--- config.mk ---
export PLATFORM = sky130hd
export DESIGN_NAME = seq_alu
export DESIGN_NICKNAME = d
export VERILOG_FILES = /design/src/rtl/seq_alu.sv
export SDC_FILE = /design/constraint.sdc
export NUM_CORES = 1
export LEC_CHECK = 0
export CAP_MARGIN = 20
export CORE_MARGIN = 1.5
export CORE_UTILIZATION = 35
export DETAILED_ROUTE_END_ITERATION = 8
export SETUP_SLACK_MARGIN = 0.1
export SLEW_MARGIN = 15
export SYNTH_ARGS = -nofsm -noshare
export SYNTH_HDL_FRONTEND = slang
export SYNTH_SLANG_ARGS = --single-unit
--- constraint.sdc ---
create_clock -name clk -period 2.3 [get_ports clk]
set_input_delay 0.46 -clock clk [delete_from_list [all_inputs] [get_ports clk]]
set_output_delay 0.46 -clock clk [all_outputs]
set_load 0.05 [all_outputs]
--- src/rtl/seq_alu.sv ---
// Registered funct3 ALU with start/busy/done handshake; shifts run 1 bit/cycle
// unless SEQ_ALU_FAST_SHIFT_EN is defined, which selects a single-cycle barrel shifter.
module seq_alu #(
  parameter int WIDTH = 16
) (
  input  logic             clk,
  input  logic             rst_n,
  input  logic             start,
  input  logic [2:0]       funct3,
  input  logic [WIDTH-1:0] a,
  input  logic [WIDTH-1:0] b,
  output logic             busy,
  output logic             done,
  output logic [WIDTH-1:0] result,
  output logic             cmp
);

  localparam int SHW = $clog2(WIDTH) + 1;
  localparam logic [WIDTH-1:0] W_MAX = WIDTH'(WIDTH);

  typedef enum logic [1:0] {S_IDLE, S_EXEC, S_SHIFT, S_DONE} state_t;

  state_t           r_state;
  logic [2:0]       r_op;
  logic [SHW-1:0]   r_cnt;
  logic [WIDTH-1:0] r_result;
  logic             r_cmp;
  logic             r_busy;
  logic             r_done;

  logic             w_accept;
  logic             w_is_shift;
  logic             w_go_shift;
  logic [SHW-1:0]   w_n;
  logic [WIDTH-1:0] w_res;
  logic             w_cmp;

  assign w_accept   = start && !r_busy;
  assign w_is_shift = funct3[2] && (funct3[1:0] != 2'd0);
  // Amounts beyond the width saturate so the counter never needs more than SHW bits.
  assign w_n        = (b >= W_MAX) ? SHW'(WIDTH) : b[SHW-1:0];

`ifdef SEQ_ALU_FAST_SHIFT_EN
  assign w_go_shift = 1'b0;
`else
  assign w_go_shift = w_is_shift && (w_n != '0);
`endif

  always_comb begin
    w_res = a;
    unique case (funct3)
      3'd0: w_res = a + b;
      3'd1: w_res = a - b;
      3'd2: w_res = a ^ b;
      3'd3: w_res = a | b;
      3'd4: w_res = a & b;
`ifdef SEQ_ALU_FAST_SHIFT_EN
      3'd5: w_res = a << w_n;
      3'd6: w_res = a >> w_n;
      3'd7: w_res = WIDTH'($signed(a) >>> w_n);
`else
      // Iterative shifts start from a; the SHIFT state walks it n times.
      default: w_res = a;
`endif
    endcase
  end

  always_comb begin
    w_cmp = 1'b0;
    unique case (funct3[1:0])
      2'd0: w_cmp = (a == b);
      2'd1: w_cmp = (a != b);
      2'd2: w_cmp = ($signed(a) <  $signed(b));
      2'd3: w_cmp = ($signed(a) >= $signed(b));
    endcase
  end

  always_ff @(posedge clk or negedge rst_n) begin
    if (!rst_n) begin
      r_state  <= S_IDLE;
      r_op     <= '0;
      r_cnt    <= '0;
      r_result <= '0;
      r_cmp    <= 1'b0;
      r_busy   <= 1'b0;
      r_done   <= 1'b0;
    end else begin
      unique case (r_state)
        S_IDLE, S_DONE: begin
          r_done <= 1'b0;
          if (w_accept) begin
            r_op     <= funct3;
            r_result <= w_res;
            r_cmp    <= w_cmp;
            r_busy   <= 1'b1;
            if (w_go_shift) begin
              r_cnt   <= w_n;
              r_state <= S_SHIFT;
            end else begin
              r_state <= S_EXEC;
            end
          end else begin
            r_state <= S_IDLE;
          end
        end
        S_EXEC: begin
          r_busy  <= 1'b0;
          r_done  <= 1'b1;
          r_state <= S_DONE;
        end
        S_SHIFT: begin
          if (r_cnt != '0) begin
            r_cnt <= r_cnt - 1'b1;
            unique case (r_op[1:0])
              2'd1:    r_result <= {r_result[WIDTH-2:0], 1'b0};
              2'd2:    r_result <= {1'b0, r_result[WIDTH-1:1]};
              default: r_result <= {r_result[WIDTH-1], r_result[WIDTH-1:1]};
            endcase
          end else begin
            r_busy  <= 1'b0;
            r_done  <= 1'b1;
            r_state <= S_DONE;
          end
        end
        default: r_state <= S_IDLE;
      endcase
    end
  end

  assign busy   = r_busy;
  assign done   = r_done;
  assign result = r_result;
  assign cmp    = r_cmp;

endmodule

# --- Word-level counts from Yosys, hierarchy flattened ---
# Index checks and enable logic that the tools add are counted.
word_totals:
  elab_cells: 73
  output_inout_bits: 19
  reg_bits: 28
classes:
  bitwise: 3
  n_addsub: 3
  order_cmp: 3
  n_reduce_logical: 17
  eq_ne: 19
  n_mux: 20
ops:
  columns: ["cell", "count"]
  rows:
  - ["one-hot mux 16 bit (5 select lines)", 1]
  - ["one-hot mux 16 bit (2 select lines)", 2]
  - ["2-to-1 mux 16 bit", 2]
  - ["2-to-1 mux 5 bit", 4]
  - ["adder 16 bit", 1]
  - ["bitwise AND 16 bit", 1]
  - ["equality test 16 bit", 1]
  - ["greater-or-equal comparator 16 bit", 1]
  - ["greater-or-equal comparator 16 x 5 -> 1 bit, second input constant", 1]
  - ["< comparator 16 bit", 1]
  - ["!= test 16 bit", 1]
  - ["bitwise OR 16 bit", 1]
  - ["subtractor 16 bit", 1]
  - ["bitwise XOR 16 bit", 1]
  - ["equality test 2 bit, second input constant", 5]
  - ["one-hot mux 5 bit (2 select lines)", 1]
  - ["nonzero test 5 bit", 2]
  - ["!= test 2 bit, second input constant", 4]
  - ["AND reduction 4 bit", 2]
  - ["equality test 2 x 1 -> 1 bit, second input constant", 3]
  - ["equality test 3 x 2 -> 1 bit, second input constant", 2]
  - ["2-to-1 mux 2 bit", 3]
  - ["one-hot mux 1 bit (3 select lines)", 2]
  - ["one-hot mux 2 bit (3 select lines)", 1]
  - ["other kinds (14)", 21]

# --- Logic depth before layout (Yosys ltp) ---
# Gate-level depths: netlist of run 1.
logic_depth:
  word_depth: 7
  mapped_depth: 10
  mapped_depth_nobuf: 10

# --- Worst setup path before layout of run 1 ---
# Ideal clock, no wire load.
synth_path:
  path_type: "input -> register"
  startpoint: "input a[0]"
  endpoint: "register r_cmp (netlist: cmp)"
  setup_slack_ps: -181
  arrival_ps: 2346
  cell_stages: 10
  path_buffers: 0
  t_required_ps: 2165
  setup_time_ps: 135
  path_cell_list: "inv_1 > ha_1 > fa_1 > o21bai_1 > nand3_1 > a21boi_1 > nor2b_1 > or2_1 > a2111oi_0 > o31ai_1"
synth_between:
  elab_chain_len: 2
  word_cells_on_any_way: 5
synth_rtl:
  columns: ["item", "line_no", "rtl"]
  rows:
  - ["from (decl)", "10", "input logic [WIDTH-1:0] a,"]
  - ["greater-or-equal comparator 16 bit, or another cell as far along", "74", "2'd3: w_cmp = ($signed(a) >= $signed(b));"]
  - ["one-hot mux 1 bit (4 select lines) (*)", "70", "unique case (funct3[1:0])"]
  - ["to (signal assigned)", "94", "r_cmp <= w_cmp;"]
  - ["to (decl)", "27", "logic r_cmp;"]
# Every way passes the cells marked *; elsewhere a longest branch is shown, timed or not.
# A chain may end at the register's enable or synchronous reset.

# --- Final worst setup path of run 1 ---
layout_path:
  startpoint: "input b[4]"
  endpoint: "register r_result[15] (netlist: result[15])"
layout_between:
  elab_chain_len: 4
  word_cells_on_any_way: 5
layout_rtl:
  columns: ["item", "line_no", "rtl"]
  rows:
  - ["from (decl)", "11", "input logic [WIDTH-1:0] b,"]
  - ["subtractor 16 bit or adder 16 bit (tied branches)", "53, 52", null]
  - ["one-hot mux 16 bit (5 select lines) (*)", "51", "unique case (funct3)"]
  - ["2-to-1 mux 16 bit (*)", "91", "if (w_accept) begin"]
  - ["one-hot mux 16 bit (2 select lines) (*)", "88", "unique case (r_state)"]
  - ["to (signal assigned)", "93", "r_result <= w_res;"]
  - ["to (signal assigned)", "115", "2'd1: r_result <= {r_result[WIDTH-2:0], 1'b0};"]
  - ["to (signal assigned)", "116", "2'd2: r_result <= {1'b0, r_result[WIDTH-1:1]};"]
  - ["to (decl)", "26", "logic [WIDTH-1:0] r_result;"]
# Every way passes the cells marked *; elsewhere a longest branch is shown, timed or not. The select of a mux whose other input is x is not followed.

==> impl_metrics.yaml, run 1 <==
outcome:
  status: "complete, but fails checks"
  violations: "setup timing"
die:
  fp.dieW_um: 115.7
  pin_count: 57
  die_y_um: 115.7
  floorplan.initialDensity_pct: 36.39
  core_area_um2: 12210
  die_area_um2: 13380
  rows: 40
clock_network:
  clk_pin_slew_worst_paths_ps: 70
  cts.sinks: 28
  cts_tree: "built"
  cts-hold-fix-buffers: 0
  ctsRootBufferMaster: "clkbuf_16"
  cts_buffer_depth: 2
  htreeDepth: 1
  worstSkewPairLatency_ps: 270
  numCtsBuffers: 3
pwr:
  p_switching_w: 0.002835
  switching_share_pct: 50.04
  finalPower_w: 0.005666
  power.internal_w: 0.002830
  seqPwrFrac_pct: 17.4
  power_frac_clock_pct: 7.3
  leakagePower_nw: 3.299
  power.density_nw_per_um2: 754.3
  irDropWorstVdd_mv: 0.4384
  pwr-share-comb_pct: 75.3
sta:
  slew_headroom_pct: 66.01
  clock_skew_ps: 7.395
  setup_ws_ps: -61.54
  hold_viol_final: 0
  final_max_slew_viol_count: 0
  fin_crit_ps: 2362
  rsz0062_at_grt: "true"
  period_share_pct: 102.7
  fmax_ghz: 0.4235
  setup_violations: 3
  setup_tns_ps: -105.9
  tightestPinTransition_ps: 508.3
detailed_routing:
  ant_nets: 0
  drtIter0Drc: 577
  first_pass_iters: 5
  drc_errors: 0
  vias: 5653
  vias_per_cell: 5.619
  wl_per_cell_um: 18.17
  finalWirelength_um: 18280
global_route:
  overflow: 0
  grt_max_degree: 33
  grt_pass1_vias: 5400
  antenna_found_initial: 0
  grt_pass1_wl_um: 28060
  grt.total_usage_pct: 26.83
placement:
  routabilityCongestion: 0.9525
  dp_hpwl_um: 14170
  pre_cts_ws_ps: -845.9
  portBuffers: 56
yosys:
  synth_xor_area_share_pct: 2.956
  synth_top_family_by_area: "compound AO/OA/AOI/OAI gates"
  ys_warn_count: 0
  syn-instance-count: 605
  synth-simple-area-share_pct: 18.72
  syn_area_um2: 4444
  synthMostInstantiatedCell: "inv_1"
  synth_nets: 701
  synth_common_cells: "inv_1 (57), ha_1 (56), a21oi_1 (55)"
  synth_edf_count: 0
  synth.top_cell.area_share_pct: 15.77
  synth_top_cell_by_area: "dfrtp_1"
  ys_ff_latch: 28
  synth_compound_area_share_pct: 34.99
  yosys-top-cells-area: "dfrtp_1 (16%), ha_1 (16%), a21oi_1 (6.2%)"
  ys.flop_type: "dfrtp_1"
  ys_seq_area_share_pct: 15.77
  async_flop_share_pct: 100.0
  syn_avg_cell_area_um2: 7.346
  yosys-mux-area-fraction_pct: 1.858
  ys_types: 77
  synth_adder_area_share_pct: 16.67
job:
  cap_violations: 0
finish:
  drive_gt1_share_pct: 44.27
  nFillCells: 1088
  syn_to_final_growth_pct: 69.00
  nets: 936
  diodes: 0
  fin_util_pct: 61.51
worst_setup_path:
  cp.arrival_ps: 2500
  cp-end-kind: "register"
  crit_path_start_kind: "input port"
  cp.required_ps: 2440
  worst-path-max-fanout: 7
  crit_type: "input port to register"
worst_hold_path:
  worstHoldPathType: "register to register"
==> area by class of cell <==
type | count | area [um^2] | area share (%)
Clock buffer | 3 | 75.07 | 0.9995
Inverter | 58 | 237.7 | 3.165
Multi-Input combinational cell | 477 | 4033 | 53.69
Sequential cell | 28 | 700.7 | 9.329
Tap cell | 168 | 210.2 | 2.799
Timing Repair Buffer | 272 | 2255 | 30.02
==> metrics by stage <==
stage / hold slack, ps / cell area (um^2) / std cells
3_5_place_dp: 466.4 / 6553 / 975
5_1_grt: 513.9 / 7511 / 1006
4_1_cts: 482.3 / 7266 / 999
3_3_place_gp: 465.4 / 6553 / 975
6_report: 482.3 / 7511 / 1006
2_1_floorplan: 164.4 / 4529 / 605
==> final timing paths <==
check | from | to | slack [ps] | cells past startpoint
setup / recovery | b[4] | result[15] | -60 | 13
hold / removal | done | done | 480 | 1
setup reg to reg | r_cnt[0] | result[12] | 40 | 8
hold reg to reg | done | done | 480 | 1
max in group asynchronous | rst_n | r_state[1] | 1440 | 2
min in group asynchronous | rst_n | r_cnt[4] | 580 | 2
==> state kept, by name (all words and copies together) (netlist names) <==
signal   cells
result      16
r_cnt        5
r_op         2
r_state      2
busy         1
cmp          1
done         1
==> power by group through the flow <==
stage	Sequential (W)	Clock (W)	Combinational, W
floorplan	0.00144	0	0.00188
global placement	0.000973	0	0.00380
detailed placement	0.000984	0	0.00388
CTS	0.000976	0.000407	0.00407
global route	0.00101	0.000424	0.00458
finish	0.000986	0.000412	0.00427
==> per-layer routing <==
metal / up-vias / track usage (%) / routed length (um)
li1: 2683 / - / -
met1: 2646 / 37.72 / 8067
met2: 286 / 43.79 / 8226
met3: 38 / 3.400 / 1576
met4: 0 / 6.504 / 406
met5: - / 0 / 0
==> placed cells by master (no fill, tap or decap), drive strengths merged, types with 5 or more instances in the layout <==
master,instances
o211ai,12
o311ai,9
a211oi,9
o21ai,44
clkbuf,5
dfrtp,28
a21oi,55
nor3,12
dlygate4sd2,13
inv,58
o31ai,6
nand2,54
a31oi,12
a221oi,13
ha,56
clkdlybuf4s50,25
nor2,49
buf,229
mux2i,6
nand2b,8
nand3,23
xnor2,13
a22oi,9
nor4,5
nor2b,5
==> kinds of logic after synthesis <==
family / count (synthesis)
xor+xnor: 15
simple gates: 175
buf+inv: 100
fa+ha+maj: 58
compound gates: 221
flops: 28
mux: 8
==> critical path, cell delays in order <==
cell and delay [ps]:
buf_12 90, inv_12 30, ha_4 270, buf_4 150, o211ai_1 120, buf_4 150, o21ai_2 190, a31oi_1 120
buf_4 160, mux2i_1 150, nand4_1 130, a222oi_1 330, o31ai_1 120
==> what timing repair did <==
item | CTS | global route
cloned | 0 | 0
endpoints found under the setup margin | 21 | 20
buffers inserted | 21 | 8
pin swaps | 52 | 34
gates resized for setup | 174 | 63
Power figures use the tool's default switching activity.
==> run 2: changes to the inputs <==
- ABC_AREA: default -> 0
==> results of run 2 <==
Same layout as run 1: the final DEF is identical, and so are final timing and power.
